==> src/rtl/branch_resolve_unit_pkg.sv <==
// rtl/branch_resolve_unit_pkg.sv - shared encodings and helpers for the branch resolve unit
package branch_resolve_unit_pkg;

  typedef enum logic [1:0] {
    OP_NONE = 2'b00,
    OP_COND = 2'b01,
    OP_JAL  = 2'b10,
    OP_JALR = 2'b11
  } branch_op_e;

  localparam logic [2:0] F3_BEQ  = 3'b000;
  localparam logic [2:0] F3_BNE  = 3'b001;
  localparam logic [2:0] F3_BLT  = 3'b100;
  localparam logic [2:0] F3_BGE  = 3'b101;
  localparam logic [2:0] F3_BLTU = 3'b110;
  localparam logic [2:0] F3_BGEU = 3'b111;

  // Weakly not-taken: one taken outcome flips the prediction.
  localparam logic [1:0] BHT_RESET = 2'b01;

  // Index width of the BHT for a given (power-of-two) depth.
  function automatic int idx_w(input int depth);
    return $clog2(depth);
  endfunction

endpackage

==> src/rtl/branch_resolve_unit_if.sv <==
// rtl/branch_resolve_unit_if.sv - fetch lookup, EX request and resolve result bundle
interface branch_resolve_unit_if #(
  parameter int XLEN = 32
);
  logic [XLEN-1:0] if_pc;
  logic            if_pred_taken;
  logic            ex_valid;
  logic [1:0]      branch_op;
  logic [2:0]      func3;
  logic [XLEN-1:0] r1;
  logic [XLEN-1:0] r2;
  logic [XLEN-1:0] ex_pc;
  logic [XLEN-1:0] imm;
  logic            ex_pred_taken;
  logic            redirect_valid;
  logic [XLEN-1:0] redirect_pc;
  logic [XLEN-1:0] link_data;
  logic            misalign_err;

  modport master (
    output if_pc, ex_valid, branch_op, func3, r1, r2, ex_pc, imm, ex_pred_taken,
    input  if_pred_taken, redirect_valid, redirect_pc, link_data, misalign_err
  );

  modport slave (
    input  if_pc, ex_valid, branch_op, func3, r1, r2, ex_pc, imm, ex_pred_taken,
    output if_pred_taken, redirect_valid, redirect_pc, link_data, misalign_err
  );
endinterface

==> src/rtl/branch_resolve_unit_cond.sv <==
// rtl/branch_resolve_unit_cond.sv - combinational branch condition comparator
module branch_cond
  import branch_resolve_unit_pkg::*;
#(
  parameter int XLEN = 32
) (
  input  logic [XLEN-1:0] r1,
  input  logic [XLEN-1:0] r2,
  input  logic [2:0]      func3,
  output logic            taken,
  output logic            legal
);

  // Evaluate the selected compare; unknown func3 codes report illegal and not-taken.
  always_comb begin
    taken = 1'b0;
    legal = 1'b1;
    case (func3)
      F3_BEQ:  taken = (r1 == r2);
      F3_BNE:  taken = (r1 != r2);
      F3_BLT:  taken = ($signed(r1) <  $signed(r2));
      F3_BGE:  taken = ($signed(r1) >= $signed(r2));
      F3_BLTU: taken = (r1 <  r2);
      F3_BGEU: taken = (r1 >= r2);
      default: legal = 1'b0;
    endcase
  end

endmodule

==> src/rtl/branch_resolve_unit.sv <==
// rtl/branch_resolve_unit.sv - registered branch/jump resolution with BHT and profiling counters
module branch_resolve_unit
  import branch_resolve_unit_pkg::*;
#(
  parameter int XLEN      = 32,
  parameter int BHT_DEPTH = 16,
  parameter int CNT_W     = 16
) (
  input  logic                 clk,
  input  logic                 rst_n,
  branch_resolve_unit_if.slave bus,
  output logic [CNT_W-1:0]     branch_cnt,
  output logic [CNT_W-1:0]     mispred_cnt
);

  localparam int IDX_W = idx_w(BHT_DEPTH);

  logic [1:0]       bht [BHT_DEPTH];
  logic [IDX_W-1:0] rd_idx;
  logic [IDX_W-1:0] wr_idx;

  logic            resolve;
  logic            is_cond;
  logic            is_jalr;
  logic            cond_taken;
  logic            cond_legal;
  logic            taken;
  logic            need_redirect;
  logic            misalign;
  logic            do_redirect;
  logic            bht_we;
  logic            count_branch;
  logic [XLEN-1:0] jalr_sum;
  logic [XLEN-1:0] target;
  logic [XLEN-1:0] seq_pc;
  logic [XLEN-1:0] next_pc;

  branch_cond #(.XLEN(XLEN)) u_cond (
    .r1    (bus.r1),
    .r2    (bus.r2),
    .func3 (bus.func3),
    .taken (cond_taken),
    .legal (cond_legal)
  );

  assign rd_idx = bus.if_pc[IDX_W+1:2];
  assign wr_idx = bus.ex_pc[IDX_W+1:2];

  // Fetch sees the stored counter directly; a same-cycle update is not bypassed.
  assign bus.if_pred_taken = bht[rd_idx][1];

  // Decode the EX op into outcome, target and the side effects it triggers.
  always_comb begin
    resolve       = bus.ex_valid && (bus.branch_op != OP_NONE);
    is_cond       = (bus.branch_op == OP_COND);
    is_jalr       = (bus.branch_op == OP_JALR);
    jalr_sum      = bus.r1 + bus.imm;
    seq_pc        = bus.ex_pc + XLEN'(4);
    target        = is_jalr ? {jalr_sum[XLEN-1:1], 1'b0} : (bus.ex_pc + bus.imm);
    // An illegal func3 resolves as not-taken, so a taken prediction still gets undone.
    taken         = is_cond ? (cond_taken && cond_legal) : 1'b1;
    // Fetch only predicts direction, so every jump needs a redirect to its target.
    need_redirect = is_cond ? (taken != bus.ex_pred_taken) : 1'b1;
    next_pc       = taken ? target : seq_pc;
    misalign      = resolve && taken && target[1];
    do_redirect   = resolve && need_redirect && !misalign;
    bht_we        = resolve && is_cond && cond_legal;
    count_branch  = resolve && !(is_cond && !cond_legal);
  end

  // Result registers: pulses clear every idle cycle, addresses hold until the next resolve.
  always_ff @(posedge clk or negedge rst_n) begin
    if (!rst_n) begin
      bus.redirect_valid <= 1'b0;
      bus.misalign_err   <= 1'b0;
      bus.redirect_pc    <= '0;
      bus.link_data      <= '0;
    end else begin
      bus.redirect_valid <= do_redirect;
      bus.misalign_err   <= misalign;
      if (resolve) begin
        bus.redirect_pc <= next_pc;
        bus.link_data   <= seq_pc;
      end
    end
  end

  // Two-bit saturating direction counters, trained only by legal conditional branches.
  always_ff @(posedge clk or negedge rst_n) begin
    if (!rst_n) begin
      for (int i = 0; i < BHT_DEPTH; i++) begin
        bht[i] <= BHT_RESET;
      end
    end else if (bht_we) begin
      if (taken && (bht[wr_idx] != 2'b11)) begin
        bht[wr_idx] <= bht[wr_idx] + 2'b01;
      end else if (!taken && (bht[wr_idx] != 2'b00)) begin
        bht[wr_idx] <= bht[wr_idx] - 2'b01;
      end
    end
  end

  // Profiling counters stick at all-ones rather than wrapping.
  always_ff @(posedge clk or negedge rst_n) begin
    if (!rst_n) begin
      branch_cnt  <= '0;
      mispred_cnt <= '0;
    end else begin
      if (count_branch && (branch_cnt != '1)) begin
        branch_cnt <= branch_cnt + CNT_W'(1);
      end
      if (do_redirect && (mispred_cnt != '1)) begin
        mispred_cnt <= mispred_cnt + CNT_W'(1);
      end
    end
  end

  logic unused_bits;
  assign unused_bits = ^{bus.if_pc[1:0], bus.if_pc[XLEN-1:IDX_W+2], jalr_sum[0]};

endmodule

==> src/flat_wrapper.sv <==
// flat-port wrapper written by rule: the top's interface ports become plain ports
module branch_resolve_unit_flat import branch_resolve_unit_pkg::*;
#(
  parameter int XLEN      = 32,
  parameter int BHT_DEPTH = 16,
  parameter int CNT_W     = 16
)
  (clk, rst_n, branch_cnt, mispred_cnt, bus_if_pc, bus_ex_valid, bus_branch_op, bus_func3, bus_r1, bus_r2, bus_ex_pc, bus_imm, bus_ex_pred_taken, bus_if_pred_taken, bus_redirect_valid, bus_redirect_pc, bus_link_data, bus_misalign_err);
  branch_resolve_unit_if #(.XLEN(XLEN)) bus_i ();
  input  logic clk;
  input  logic rst_n;
  output logic [CNT_W-1:0] branch_cnt;
  output logic [CNT_W-1:0] mispred_cnt;
  input wire logic [$bits(bus_i.if_pc)-1:0] bus_if_pc;
  input wire logic [$bits(bus_i.ex_valid)-1:0] bus_ex_valid;
  input wire logic [$bits(bus_i.branch_op)-1:0] bus_branch_op;
  input wire logic [$bits(bus_i.func3)-1:0] bus_func3;
  input wire logic [$bits(bus_i.r1)-1:0] bus_r1;
  input wire logic [$bits(bus_i.r2)-1:0] bus_r2;
  input wire logic [$bits(bus_i.ex_pc)-1:0] bus_ex_pc;
  input wire logic [$bits(bus_i.imm)-1:0] bus_imm;
  input wire logic [$bits(bus_i.ex_pred_taken)-1:0] bus_ex_pred_taken;
  output wire logic [$bits(bus_i.if_pred_taken)-1:0] bus_if_pred_taken;
  output wire logic [$bits(bus_i.redirect_valid)-1:0] bus_redirect_valid;
  output wire logic [$bits(bus_i.redirect_pc)-1:0] bus_redirect_pc;
  output wire logic [$bits(bus_i.link_data)-1:0] bus_link_data;
  output wire logic [$bits(bus_i.misalign_err)-1:0] bus_misalign_err;
  assign bus_i.if_pc = bus_if_pc;
  assign bus_i.ex_valid = bus_ex_valid;
  assign bus_i.branch_op = bus_branch_op;
  assign bus_i.func3 = bus_func3;
  assign bus_i.r1 = bus_r1;
  assign bus_i.r2 = bus_r2;
  assign bus_i.ex_pc = bus_ex_pc;
  assign bus_i.imm = bus_imm;
  assign bus_i.ex_pred_taken = bus_ex_pred_taken;
  assign bus_if_pred_taken = bus_i.if_pred_taken;
  assign bus_redirect_valid = bus_i.redirect_valid;
  assign bus_redirect_pc = bus_i.redirect_pc;
  assign bus_link_data = bus_i.link_data;
  assign bus_misalign_err = bus_i.misalign_err;
  branch_resolve_unit #(.XLEN(XLEN), .BHT_DEPTH(BHT_DEPTH), .CNT_W(CNT_W)) u_core (.clk(clk), .rst_n(rst_n), .bus(bus_i), .branch_cnt(branch_cnt), .mispred_cnt(mispred_cnt));
endmodule
==> config.mk <==
export PLATFORM = sky130hd
export DESIGN_NAME = branch_resolve_unit_flat
export DESIGN_NICKNAME = d
export VERILOG_FILES = /design/src/rtl/branch_resolve_unit_pkg.sv /design/src/rtl/branch_resolve_unit_if.sv /design/src/rtl/branch_resolve_unit_cond.sv /design/src/rtl/branch_resolve_unit.sv /design/src/flat_wrapper.sv
export SDC_FILE = /design/constraint.sdc
export NUM_CORES = 1
export LEC_CHECK = 0
export BUFFER_PORTS_ARGS = -buffer_cell sky130_fd_sc_hd__buf_2
export CORE_ASPECT_RATIO = 1.2
export CORE_MARGIN = 2
export CORE_UTILIZATION = 55
export CTS_CLUSTER_DIAMETER = 100
export DETAILED_ROUTE_END_ITERATION = 12
export PLACE_DENSITY = 0.82
export SYNTH_ARGS = -nofsm -noshare
export SYNTH_HDL_FRONTEND = slang
export SYNTH_HIERARCHICAL = 1
export SYNTH_SLANG_ARGS = --single-unit
export TNS_END_PERCENT = 100
==> constraint.sdc <==
create_clock -name clk -period 3.4 [get_ports clk]
set_input_delay 0.34 -clock clk [delete_from_list [all_inputs] [get_ports clk]]
set_output_delay 0.34 -clock clk [all_outputs]
set_load 0.01 [all_outputs]
==> flow_summary.yaml <==
power_and_ir_drop:
  total_leakage_power_uw: 0.00675
  power_density_nw_per_um2: 432
  max-vdd-ir-drop_mv: 0.546
worst_setup_path:
  path_class: "in2reg"
  critPathMaxFanout: 5
  end_kind: "flip-flop"
  cp-startpoint: "bus_r1[11]"
  cp-start-kind: "primary input"
  rrSetupSlack_ns: 0.17
  worst_ep_required_time_ns: 3.70
  rr_worst_depth: 14
  cp.arrival_ns: 3.70
  endpoint: "u_core/mispred_cnt[11]"
sta:
  finClkSkew_ns: 0.00692
  relSlewSlack_pct: 44.1
  grt_setup_unrepaired: "true"
  finalSetupViolations: 1
  min_period_ns: 3.40
  fmax_ghz: 0.294
  hold_violations: 0
  worst_slew_pin_slew_ns: 0.838
  worst_slack_ns: -0.00421
  final_max_slew_viol_count: 0
  period_share_pct: 100
finish:
  fin_cells: 1863
  nets: 1860
  area_growth_pct: 29.6
  final_layout_size_suffix_gt1_share_pct: 31.2
  final_core_util_pct: 72.6
yosys:
  syn_area_sq_um: 10900
  syn_inst: 1288
  syn_nets: 1560
  ys_seq_area_share_pct: 29.9
  synth_seq_cells: 130
  synth_edf_count: 0
  synth.distinct_cells: 85
  avgSynthCellArea_sq_um: 8.50
  async_flop_share_pct: 100
  yosys_warnings: 6
  synth_ff_type: "dfrtp_1"
drt:
  wirelength_mm: 35.4
  wire_per_inst_um: 19.0
  dr.first_iter.drc_count: 998
  vias: 11390
  via_per_inst: 6.11
  ant_nets: 0
  dr.pass1.iters: 6
  drc: 0
min_path:
  hold_path_class: "in2reg"
  whs_path_depth: 3
  min-delay-start: "bus_ex_pc[0]"
clock_tree:
  cts_inserted_buffers: 17
  path_clk_slew_ns: 0.06
  cts_tree: "done"
  cts.sinks: 130
  clk_latency_ns: 0.41
  htree_levels: 4
  cts_buffer_depth: 2
  root_buffer: "clkbuf_16"
floorplan:
  start_util_pct: 56.0
  core_sq_um: 19500
  rows: 56
  io_pins: 268
  die_y_um: 159
  dieArea_sq_um: 21000
  die_w_um: 133
place:
  place_congestion: 0.941
  dpl.hpwl_mm: 27.0
  dp_cells: 1825
  io_buffer_count: 239
outcome:
  status: "finished, violations left"
  violations: "negative setup slack"
global_routing:
  grt_pass1_wl_mm: 55.0
  grtUsageTotal_pct: 33.0
  first_global_vias: 11097
  grt_max_degree: 94
  antenna_found_initial: 1
  grt_overflow: 0
flow_run:
  cap_violations: 0
## cell usage in the layout (no fill, tap or decap), types with 16 or more instances in the layout
cell and instances:
a21o_1 27, a21oi_1 90, buf_2 225, buf_4 87, clkbuf_16 17, dfrtp_1 114, dfstp_2 16, ha_1 77
ha_4 24, inv_1 37, mux2_2 20, nand2_1 208, nand3_1 39, nand4_1 29, nor2_1 73, o21ai_0 98
xnor2_1 61, xor2_1 51
## worst max-delay path, stage by stage
cell     delay (ns)
buf_2          0.12
ha_4           0.24
a21oi_1        0.13
o21ai_1        0.10
a221o_1        0.37
a22o_4         0.27
o21ai_2        0.13
nand4_1        0.15
nor2_4         0.23
nand2_2        0.09
xor2_1         0.18
a211o_1        0.39
a31oi_4        0.18
and4_1         0.24
and3_4         0.25
nand3_2        0.12
xnor2_2        0.15
## logic make-up (layout without fill, tap and decap cells)
family	after synthesis	in the layout	synth area share (%)
multiplexers	39	39	5.40
flip-flops	130	130	29.9
adder cells (fa/ha/maj)	103	103	11.9
buffers and inverters	105	418	3.77
AND/OR/NAND/NOR	454	454	19.5
other	0	1	0
XOR/XNOR	113	113	9.04
AO/OA/AOI/OAI	344	344	20.5
## synth_stat cells (all sizes together), types with 17 or more instances
master,number,area (sq um)
a21o,27,203
a21oi,95,487
and3,17,106
clkbuf,34,130
dfrtp,114,2850
ha,101,1260
inv,56,210
mux2,20,225
nand2,209,785
nand3,44,225
nand4,30,194
nor2,77,292
o21ai,112,568
xnor2,62,543
xor2,51,447
## metal layers
layer / vias up / wire (um) / part of all wire (%) / GRT usage (%)
li1: 5263 / - / - / -
met1: 5418 / 14000 / 40 / 39.9
met2: 582 / 17100 / 48 / 56.8
met3: 127 / 2290 / 6.5 / 4.39
met4: 0 / 1920 / 5.4 / 18.7
met5: - / 0 / 0 / 0
## how the worst min path moves through the flow
stage | to | slack [ns]
global route | u_core/bus.link_data[0] | 0.17
detailed placement | u_core/mispred_cnt[5] | 0.41
global placement | u_core/mispred_cnt[5] | 0.42
floorplan | u_core/bht[11] | 0.04
CTS | u_core/bus.link_data[0] | 0.14
finish | u_core/bus.link_data[0] | 0.15
## report_power, final
group          internal (uW)  switching, uW
clock                   1310            708
combinational            899           1190
sequential              1810            208
total                   4020           2110
## layout make-up
class / count / area (sq um)
multi-input combinational: 1053 / 7670
fill: 1453 / 5360
sequential: 130 / 3270
timing repair buffer: 330 / 2010
clock buffer: 17 / 425
tap: 261 / 327
inverter: 56 / 248
clock inverter: 15 / 229
antenna: 1 / 2.50
## repair_timing
item	in CTS	in global routing
hold endpoints to repair	49	0
setup endpoints to repair	5	24
gates resized for setup	2	41
buffers inserted	0	4
hold buffers	1	0
pin swaps	1	19
## metrics by stage
stage | hold slack (ns) | setup TNS (ns) | total power (uW) | setup slack [ns] | instance area [sq um]
global placement | 0.415 | -6.24 | 3960 | -0.405 | 13300
CTS | 0.141 | 0 | 6070 | 0.0175 | 13900
finish | 0.146 | -0.00421 | 6120 | -0.00421 | 14200
floorplan | 0.0444 | -0.120 | 3200 | -0.0334 | 11300
detailed placement | 0.412 | -9.90 | 4030 | -0.526 | 13300
global route | 0.172 | -0.301 | 6420 | -0.0961 | 14200
No activity file was read; power rests on OpenSTA's default activity.
